`src/rtl/ref_mem_burst_responder_pkg.sv`:
```
// Shared widths and FSM encoding for the ref_mem burst responder.
package ref_mem_burst_responder_pkg;

  localparam int unsigned ExtBufMemAddrWidth = 16;
  localparam int unsigned ExtBufMemDataWidth = 32;

  typedef enum logic [1:0] {
    StIdle  = 2'd0,
    StIssue = 2'd1,
    StData  = 2'd2,
    StDone  = 2'd3
  } state_e;

endpackage

```
`src/rtl/ref_mem_burst_responder.sv`:
```
// Serves one ref_mem burst read by issuing Avalon-MM sub-bursts of at most AVM_MAX_BURST words
// and forwarding each returned beat one cycle later.
module ref_mem_burst_responder
  import ref_mem_burst_responder_pkg::*;
#(
  parameter int unsigned ADDR_W        = ExtBufMemAddrWidth,
  parameter int unsigned DATA_W        = ExtBufMemDataWidth,
  parameter int unsigned AVM_MAX_BURST = 16,
  parameter int unsigned BYTE_SHIFT    = 2
) (
  input  logic                       clk_i,
  input  logic                       rst_i,
  input  logic                       ena_i,
  input  logic                       ref_mem_burst_i,
  input  logic                       ref_mem_rd_i,
  input  logic [ADDR_W-1:0]          ref_mem_addr_i,
  input  logic [4:0]                 ref_mem_burst_len_minus1_i,
  output logic                       ref_mem_ready_o,
  output logic                       ref_mem_valid_o,
  output logic [DATA_W-1:0]          ref_mem_data_o,
  output logic [ADDR_W+BYTE_SHIFT-1:0] avm_address_o,
  output logic                       avm_read_o,
  output logic [5:0]                 avm_burstcount_o,
  input  logic                       avm_waitrequest_i,
  input  logic [DATA_W-1:0]          avm_readdata_i,
  input  logic                       avm_readdatavalid_i
);

  localparam logic [5:0] MaxBurst = 6'(AVM_MAX_BURST);

  state_e                        state_q;
  logic [ADDR_W-1:0]             addr_q;
  logic [5:0]                    rem_q;
  logic [5:0]                    beats_q;
  logic                          ready_q;
  logic                          valid_q;
  logic [DATA_W-1:0]             data_q;
  logic                          avm_read_q;
  logic [ADDR_W+BYTE_SHIFT-1:0]  avm_address_q;
  logic [5:0]                    burstcount_q;

  logic                          accept;
  logic [5:0]                    req_len;
  logic [5:0]                    rem_d;
  logic [ADDR_W-1:0]             addr_d;

  function automatic logic [5:0] clip_burst(input logic [5:0] n);
    return (n > MaxBurst) ? MaxBurst : n;
  endfunction

  function automatic logic [ADDR_W+BYTE_SHIFT-1:0] byte_addr(input logic [ADDR_W-1:0] a);
    return (ADDR_W+BYTE_SHIFT)'(a) << BYTE_SHIFT;
  endfunction

  // ready_q is only high in StIdle, so it doubles as the idle qualifier.
  assign accept  = ena_i & ref_mem_rd_i & ready_q;
  assign req_len = ref_mem_burst_i ? ({1'b0, ref_mem_burst_len_minus1_i} + 6'd1) : 6'd1;
  assign rem_d   = rem_q - burstcount_q;
  assign addr_d  = addr_q + ADDR_W'(burstcount_q);

  always_ff @(posedge clk_i or posedge rst_i) begin
    if (rst_i) begin
      state_q       <= StIdle;
      addr_q        <= '0;
      rem_q         <= '0;
      beats_q       <= '0;
      ready_q       <= 1'b1;
      valid_q       <= 1'b0;
      data_q        <= '0;
      avm_read_q    <= 1'b0;
      avm_address_q <= '0;
      burstcount_q  <= '0;
    end else begin
      valid_q <= 1'b0;
      unique case (state_q)
        StIdle: begin
          if (accept) begin
            addr_q        <= ref_mem_addr_i;
            rem_q         <= req_len;
            ready_q       <= 1'b0;
            avm_read_q    <= 1'b1;
            avm_address_q <= byte_addr(ref_mem_addr_i);
            burstcount_q  <= clip_burst(req_len);
            state_q       <= StIssue;
          end
        end
        StIssue: begin
          if (!avm_waitrequest_i) begin
            avm_read_q <= 1'b0;
            beats_q    <= burstcount_q;
            state_q    <= StData;
          end
        end
        StData: begin
          if (avm_readdatavalid_i) begin
            valid_q <= 1'b1;
            data_q  <= avm_readdata_i;
            beats_q <= beats_q - 6'd1;
            if (beats_q == 6'd1) begin
              rem_q  <= rem_d;
              addr_q <= addr_d;
              // Next sub-burst goes out straight from the last beat, keeping one command in flight.
              if (rem_d != 6'd0) begin
                avm_read_q    <= 1'b1;
                avm_address_q <= byte_addr(addr_d);
                burstcount_q  <= clip_burst(rem_d);
                state_q       <= StIssue;
              end else begin
                state_q <= StDone;
              end
            end
          end
        end
        StDone: begin
          ready_q <= 1'b1;
          state_q <= StIdle;
        end
        default: state_q <= StIdle;
      endcase
    end
  end

  assign ref_mem_ready_o  = ready_q;
  assign ref_mem_valid_o  = valid_q;
  assign ref_mem_data_o   = data_q;
  assign avm_read_o       = avm_read_q;
  assign avm_address_o    = avm_address_q;
  assign avm_burstcount_o = burstcount_q;

endmodule

```
`config.mk`:
```
export PLATFORM = sky130hd
export DESIGN_NAME = ref_mem_burst_responder
export DESIGN_NICKNAME = d
export VERILOG_FILES = /design/src/rtl/ref_mem_burst_responder_pkg.sv /design/src/rtl/ref_mem_burst_responder.sv
export SDC_FILE = /design/constraint.sdc
export NUM_CORES = 1
export LEC_CHECK = 0
export ABC_AREA = 1
export CAP_MARGIN = 25
export CORE_MARGIN = 5
export CORE_UTILIZATION = 50
export DETAILED_ROUTE_END_ITERATION = 10
export GPL_ROUTABILITY_DRIVEN = 1
export PLACE_DENSITY = 0.92
export SETUP_SLACK_MARGIN = 0.4
export SKIP_CTS_REPAIR_TIMING = 1
export SYNTH_ARGS = -nofsm -noshare
export SYNTH_HDL_FRONTEND = slang
export SYNTH_SLANG_ARGS = --single-unit
```
`constraint.sdc`:
```
create_clock -name clk_i -period 3.6 [get_ports clk_i]
set_clock_uncertainty 0.2 [all_clocks]
set_input_delay 0.36 -clock clk_i [delete_from_list [all_inputs] [get_ports clk_i]]
set_output_delay 0.36 -clock clk_i [all_outputs]
set_load 0.03 [all_outputs]
```
; ---- Word level (Yosys, flattened, before mapping)
; Cells that the tools add are included.
[totals]
reg_bits = 89
inputBits = 60
out_inout_bits = 59
elab_cells = 80
[classes]
add_sub_neg = 4
magnitude_cmp = 2
n_eq_ne = 9
n_mux = 40
n_bitwise = 2
n_reduce_logical = 13
[ops]
columns = cell, n
row1 = two-way mux 18 bit, 4
row2 = two-way mux 6 bit, 12
row3 = two-way mux 16 bit, 3
row4 = one-hot mux 18 bit (2 select lines), 1
row5 = one-hot mux 6 bit (2 select lines), 3
row6 = one-hot mux 16 bit (2 select lines), 1
row7 = adder 16 x 6 -> 16 bit, 1
row8 = "> comparator 6 x 5 -> 1 bit, second input constant", 2
row9 = two-way mux 2 bit, 5
row10 = "inequality test 2 bit, second input constant", 5
row11 = two-way mux 1 bit, 8
row12 = one-hot mux 2 bit (4 select lines), 1
row13 = AND reduction 4 bit, 2
row14 = "adder 5 x 1 -> 6 bit, second input constant", 1
row15 = "equality test 6 x 1 -> 1 bit, second input constant", 1
row16 = AND reduction 6 bit, 1
row17 = nonzero test 2 bit, 3
row18 = nonzero test 6 bit, 1
row19 = "subtractor 6 x 1 -> 6 bit, second input constant", 1
row20 = subtractor 6 bit, 1
row21 = AND reduction 5 bit, 1
row22 = "equality test 2 bit, second input constant", 2
row23 = AND reduction 2 bit, 2
row24 = one-hot mux 1 bit (3 select lines), 1
row25 = 6 further kinds, 7

; ---- Depth between registers and ports, before layout
[depth]
depth_word = 7
ltp_mapped = 15
mapped_depth_nobuf = 14

; ---- Worst setup path after synthesis
; OpenSTA, ideal clock, no wires.
[synth_path]
path_kind = reg2reg
from = register burstcount_q[0], in the netlist avm_burstcount_o[0]
to = register burstcount_q[1], in the netlist avm_burstcount_o[1]
setup_time_ns = 0.066
t_arrival_ns = 2.109
required_time_ns = 3.334
path_slack_ns = 1.225
stages_incl_launch_ff = 14
path_buffers = 1
synth_period_minus_slack_ns = 2.375
cell_sequence = dfrtp_1 -> ha_1 -> inv_1 -> fa_1 -> nand3_1 -> nand2_1 -> nand2_1 -> nand3_1 -> nor2_4 -> nand2_2 -> nand2_4 -> buf_6 -> nand2_1 -> nand2_1
[synth_via]
elab_chain_len = 7
word_cells_on_any_way = 10
classes_between = 1 x add/sub / 1 x order compare / 1 x eq/ne / 5 x mux / 2 x reduce/logical
[synth_rtl]
columns = element, line_no
row1 = "start, declared", ref_mem_burst_responder.sv:40  ; logic [5:0] burstcount_q;
row2 = "start signal, assigned", ref_mem_burst_responder.sv:83  ; burstcount_q <= clip_burst(req_len);
row3 = "start signal, assigned", ref_mem_burst_responder.sv:106  ; burstcount_q <= clip_burst(rem_d);
row4 = subtractor 6 bit (*), ref_mem_burst_responder.sv:58  ; assign rem_d = rem_q - burstcount_q;
row5 = > comparator 6 x 5 -> 1 bit, ref_mem_burst_responder.sv:48  ; return (n > MaxBurst) ? MaxBurst : n;
row6 = two-way mux 6 bit, ref_mem_burst_responder.sv:48
row7 = two-way mux 6 bit, ref_mem_burst_responder.sv:103  ; if (rem_d != 6'd0) begin
row8 = two-way mux 6 bit, ref_mem_burst_responder.sv:99  ; if (beats_q == 6'd1) begin
row9 = two-way mux 6 bit, ref_mem_burst_responder.sv:95  ; if (avm_readdatavalid_i) begin
row10 = one-hot mux 6 bit (2 select lines), ref_mem_burst_responder.sv:75  ; unique case (state_q)
; Mark *: on every way between the ends. The rest lies on a longest branch, timed or not. The select of a mux whose other input is x is not followed.
; A chain may end at the register's enable or synchronous reset.

; ---- Final worst setup path
[layout_path]
from = register burstcount_q[0], in the netlist avm_burstcount_o[0]
to = register avm_address_q[5], in the netlist avm_address_o[5]
[layout_via]
elab_chain_len = 5
word_cells_on_any_way = 9
classes_between = 2 x add/sub / 1 x eq/ne / 4 x mux / 2 x reduce/logical
[layout_rtl]
columns = element, line_no
row1 = adder 16 x 6 -> 16 bit, ref_mem_burst_responder.sv:59  ; assign addr_d = addr_q + ADDR_W'(burstcount_q);
row2 = two-way mux 18 bit, ref_mem_burst_responder.sv:103
row3 = two-way mux 18 bit, ref_mem_burst_responder.sv:99
row4 = two-way mux 18 bit, ref_mem_burst_responder.sv:95
row5 = one-hot mux 18 bit (2 select lines), ref_mem_burst_responder.sv:75
row6 = "end signal, assigned", ref_mem_burst_responder.sv:82  ; avm_address_q <= byte_addr(ref_mem_addr_i);
row7 = "end signal, assigned", ref_mem_burst_responder.sv:105  ; avm_address_q <= byte_addr(addr_d);
row8 = "end, declared", ref_mem_burst_responder.sv:39  ; logic [ADDR_W+BYTE_SHIFT-1:0] avm_address_q;
; Several ways; a longest one is shown, not always the timed one. The select of a mux whose other input is x is not followed.

==> insert_results.sql <==
INSERT INTO impl_metrics (metric_group, metric, value, unit) VALUES
('detailed_routing', 'route.detailed.vias_per_inst', '5.09', ''),
('synth', 'post_synth_xor_area_fraction', '1.10', '%'),
('clock_network', 'cts-root-to-sink-buffers', '2', ''),
('synth', 'count_of_flip_flops_with_a_built_in_enable_after_synthesis', '0', ''),
('synth', 'synth_top_area_share', '45.2', '%'),
('worst_setup_path', 'cp.required', '3.62', 'ns'),
('worst_setup_path', 'worstPathBufferInverterCount', '1', ''),
('worst_setup_path', 'endpoint_kind', 'register', ''),
('floorplanning', 'floorplan.rows', '35', ''),
('detailed_routing', 'ant_nets', '0', ''),
('detailed_routing', 'vias', '4545', ''),
('worst_setup_path', 'cp-start-kind', 'register', ''),
('detailed_routing', 'drc', '0', ''),
('pwr', 'ir_worst_vdd', '0.633', 'mV'),
('outcome', 'status', 'finished, final reports clean', ''),
('grt', 'antenna_found_initial', '0', ''),
('floorplanning', 'fp.dieH', '108', 'um'),
('synth', 'most_area_consuming_cells_after_synthesis', 'dfrtp_1, nand2_1, nand3_1, inv_1, o21ai_0', ''),
('worst_setup_path', 'cp.arrival', '2.65', 'ns'),
('final_layout', 'post-route-util', '66.9', '%'),
('timing', 'finalSetupViolations', '0', ''),
('timing', 'worst_slew_margin_rel', '38.5', '%'),
('synth', 'syn_area', '4760', 'um^2'),
('synth', 'synth.distinct_cells', '35', ''),
('clock_network', 'cts_tree', 'done', ''),
('timing', 'period_needed', '2.63', 'ns'),
('final_layout', 'fin_nets', '835', ''),
('worst_setup_path', 'critical-path-slowest-cell', 'dfrtp_1', ''),
('synth', 'synth_top_flop_cell', 'dfrtp_1', ''),
('timing', 'timing_hold_violations_final', '0', ''),
('timing', 'finalCritPeriodShare', '73.0', '%'),
('floorplanning', 'design.portCount', '119', ''),
('floorplanning', 'initial_core_utilization', '51.3', '%'),
('synth', 'synthesis.yosys.warnings', '0', ''),
('synth', 'synth-seq-area-share', '45.7', '%'),
('synth', 'ys_seq_elements', '87', ''),
('synth', 'synth_compound_gate_area_share', '6.36', '%'),
('final_layout', 'final.fill_count', '801', ''),
('clock_network', 'clkSlewWorstSetupHoldPaths', '0.11', 'ns'),
('floorplanning', 'floorplan.core_area', '9280', 'um^2'),
('detailed_routing', 'route.detailed.wl_per_inst', '14.2', 'um'),
('synth', 'post_synth_and_or_nand_nor_area_fraction', '34.1', '%'),
('worst_setup_path', 'reg2reg_setup_slack', '0.97', 'ns'),
('place', 'globalplace.congestion', '0.925', ''),
('worst_hold_path', 'holdCritPathClass', 'in -> async', ''),
('synth', 'async_reset_ff_share', '100', '%'),
('place', 'numPortBuffers', '116', ''),
('pwr', 'cellPowerDensity', '974', 'nW/um^2'),
('final_layout', 'flow.area_growth_from_synthesis', '30.3', '%'),
('place', 'place.detailed.hpwl', '9410', 'um'),
('detailed_routing', 'drt_pass1_iterations', '7', ''),
('synth', 'synth_adder_area_share', '4.52', '%'),
('detailed_routing', 'wirelength', '12600', 'um'),
('worst_setup_path', 'path_delay_family', 'simple AND/OR/NAND/NOR gates', ''),
('clock_network', 'clk-insertion-delay-late', '0.36', 'ns'),
('clock_network', 'cts.root.buffer_cell', 'clkbuf_8', ''),
('clock_network', 'clock_sinks', '87', ''),
('clock_network', 'maximum_level_of_the_cts_h_tree', '3', ''),
('timing', 'setup_total_negative_slack', '0', 'ns'),
('timing', 'clock.fmax', '381', 'MHz'),
('worst_setup_path', 'timing.critical_path.slowest_cell_delay', '0.51', 'ns'),
('final_layout', 'post_route_cells_drive_above_1_share', '4.97', '%'),
('worst_setup_path', 'crit_path_max_fanout', '26', ''),
('pwr', 'power.leakage', '0.00322', 'uW'),
('grt', 'vias_in_the_first_global_route', '4540', ''),
('timing', 'grt_setup_unrepaired', 'no', ''),
('grt', 'grt_max_degree', '88', ''),
('final_layout', 'antennaDiodeCount', '0', ''),
('synth', 'postSynthCellCount', '648', ''),
('worst_setup_path', 'crit_chain', 'ha_1 -> inv_1 -> fa_1 -> nand3_1 -> nand2_1 -> nand2_1 -> nand3_1 -> nor2_4 -> nand2_2 -> nand2_4 -> o21ai_0', ''),
('timing', 'final-max-slew-violation-count', '0', '');
==> stage by stage <==
step	hold WS, ns	std cells	power (uW)	cell area (um^2)	setup WS [ns]
after floorplan	0.253	649	4190	4770	0.791
after CTS	0.226	892	6040	6200	0.996
after global routing	0.256	893	6560	6210	0.786
final	0.188	893	6050	6210	0.973
after global placement	0.261	876	5200	6000	1.09
after detailed placement	0.264	876	5320	6000	1.01
==> sequential cells by signal, indices dropped and copies added (netlist names) <==
register and cells:
addr_q 16, avm_address_o 16, state_q 2, rem_q 6, avm_burstcount_o 6, avm_read_o 1
beats_q 6, ref_mem_data_o 32, ref_mem_ready_o 1, ref_mem_valid_o 1
==> routing by layer <==
metal / global-route usage [%] / share of wire, %
met5: 0 / 0
met4: 10.5 / 2.7
met3: 7.68 / 9.8
met2: 34.1 / 43
met1: 30.1 / 44
==> tightest hold or removal path, cell delays in order <==
cell             delay, ns
clkdlybuf4s50_1       0.42
clkinv_2              0.06
buf_12                0.35
==> final timing paths <==
check	startpoint	end	depth (start not counted)
setup / recovery	avm_burstcount_o[0]$_DFFE_PP0P_	avm_address_o[5]$_DFFE_PP0P_	11
hold / removal	rst_i	avm_address_o[15]$_DFFE_PP0P_	3
setup reg to reg	avm_burstcount_o[0]$_DFFE_PP0P_	avm_address_o[5]$_DFFE_PP0P_	11
hold reg to reg	ref_mem_data_o[0]$_DFFE_PP0P_	ref_mem_data_o[0]$_DFFE_PP0P_	2
max in group asynchronous	rst_i	ref_mem_ready_o$_DFFE_PP1P_	3
min in group clk_i	ref_mem_data_o[0]$_DFFE_PP0P_	ref_mem_data_o[0]$_DFFE_PP0P_	2
==> area by class of cell <==
class                           instances  area [um^2]  area share (%)
Clock buffer                            9          124            2.00
Timing Repair Buffer                  121         1210            19.5
Sequential cell                        87         2180            35.1
Inverter                               62          234            3.77
Clock inverter                          7         80.1            1.29
Tap cell                              129          161            2.60
Multi-Input combinational cell        478         2220            35.8
==> power breakdown <==
group / total (uW) / internal (uW) / switching (uW)
clock network: 709 / 331 / 379
logic: 3560 / 1270 / 2290
registers: 1780 / 1430 / 346
total: 6050 / 3040 / 3010
==> kinds of logic after synthesis <==
group,count (synthesis)
adders and majority gates,16
muxes,2
AOI/OAI and AO/OA,55
other,1
xor gates and xnor gates,6
buffers and inverters,84
and+or+nand+nor,397
DFF,87
==> layout by cell type, fill, tap and decap left out, drive strengths merged, types with 3 or more instances in the layout <==
master         synthesis  layout
clkbuf                 5       9
nor3                   5       5
nand2                310     310
dfrtp                 86      86
ha                    14      14
buf                   17       5
clkdlybuf4s50          0     116
o21ai                 40      40
nand3                 49      49
nor2                  25      25
inv                   62      64
nand4                  5       5
a21oi                  9       9
xor2                   4       4
clkinv                 0       3
==> cell usage after synthesis, types with 3 or more instances <==
| master | count |
|---|---|
| nor3_1 | 5 |
| nand2_1 | 304 |
| nand3_1 | 49 |
| inv_1 | 57 |
| buf_2 | 11 |
| clkbuf_1 | 5 |
| a21oi_1 | 8 |
| dfrtp_1 | 86 |
| buf_6 | 4 |
| o21ai_1 | 3 |
| xor2_1 | 4 |
| ha_1 | 14 |
| nand2_2 | 4 |
| o21ai_0 | 37 |
| nand4_1 | 5 |
| inv_2 | 5 |
| nor2_1 | 22 |
(Power assumes the default switching activity.)
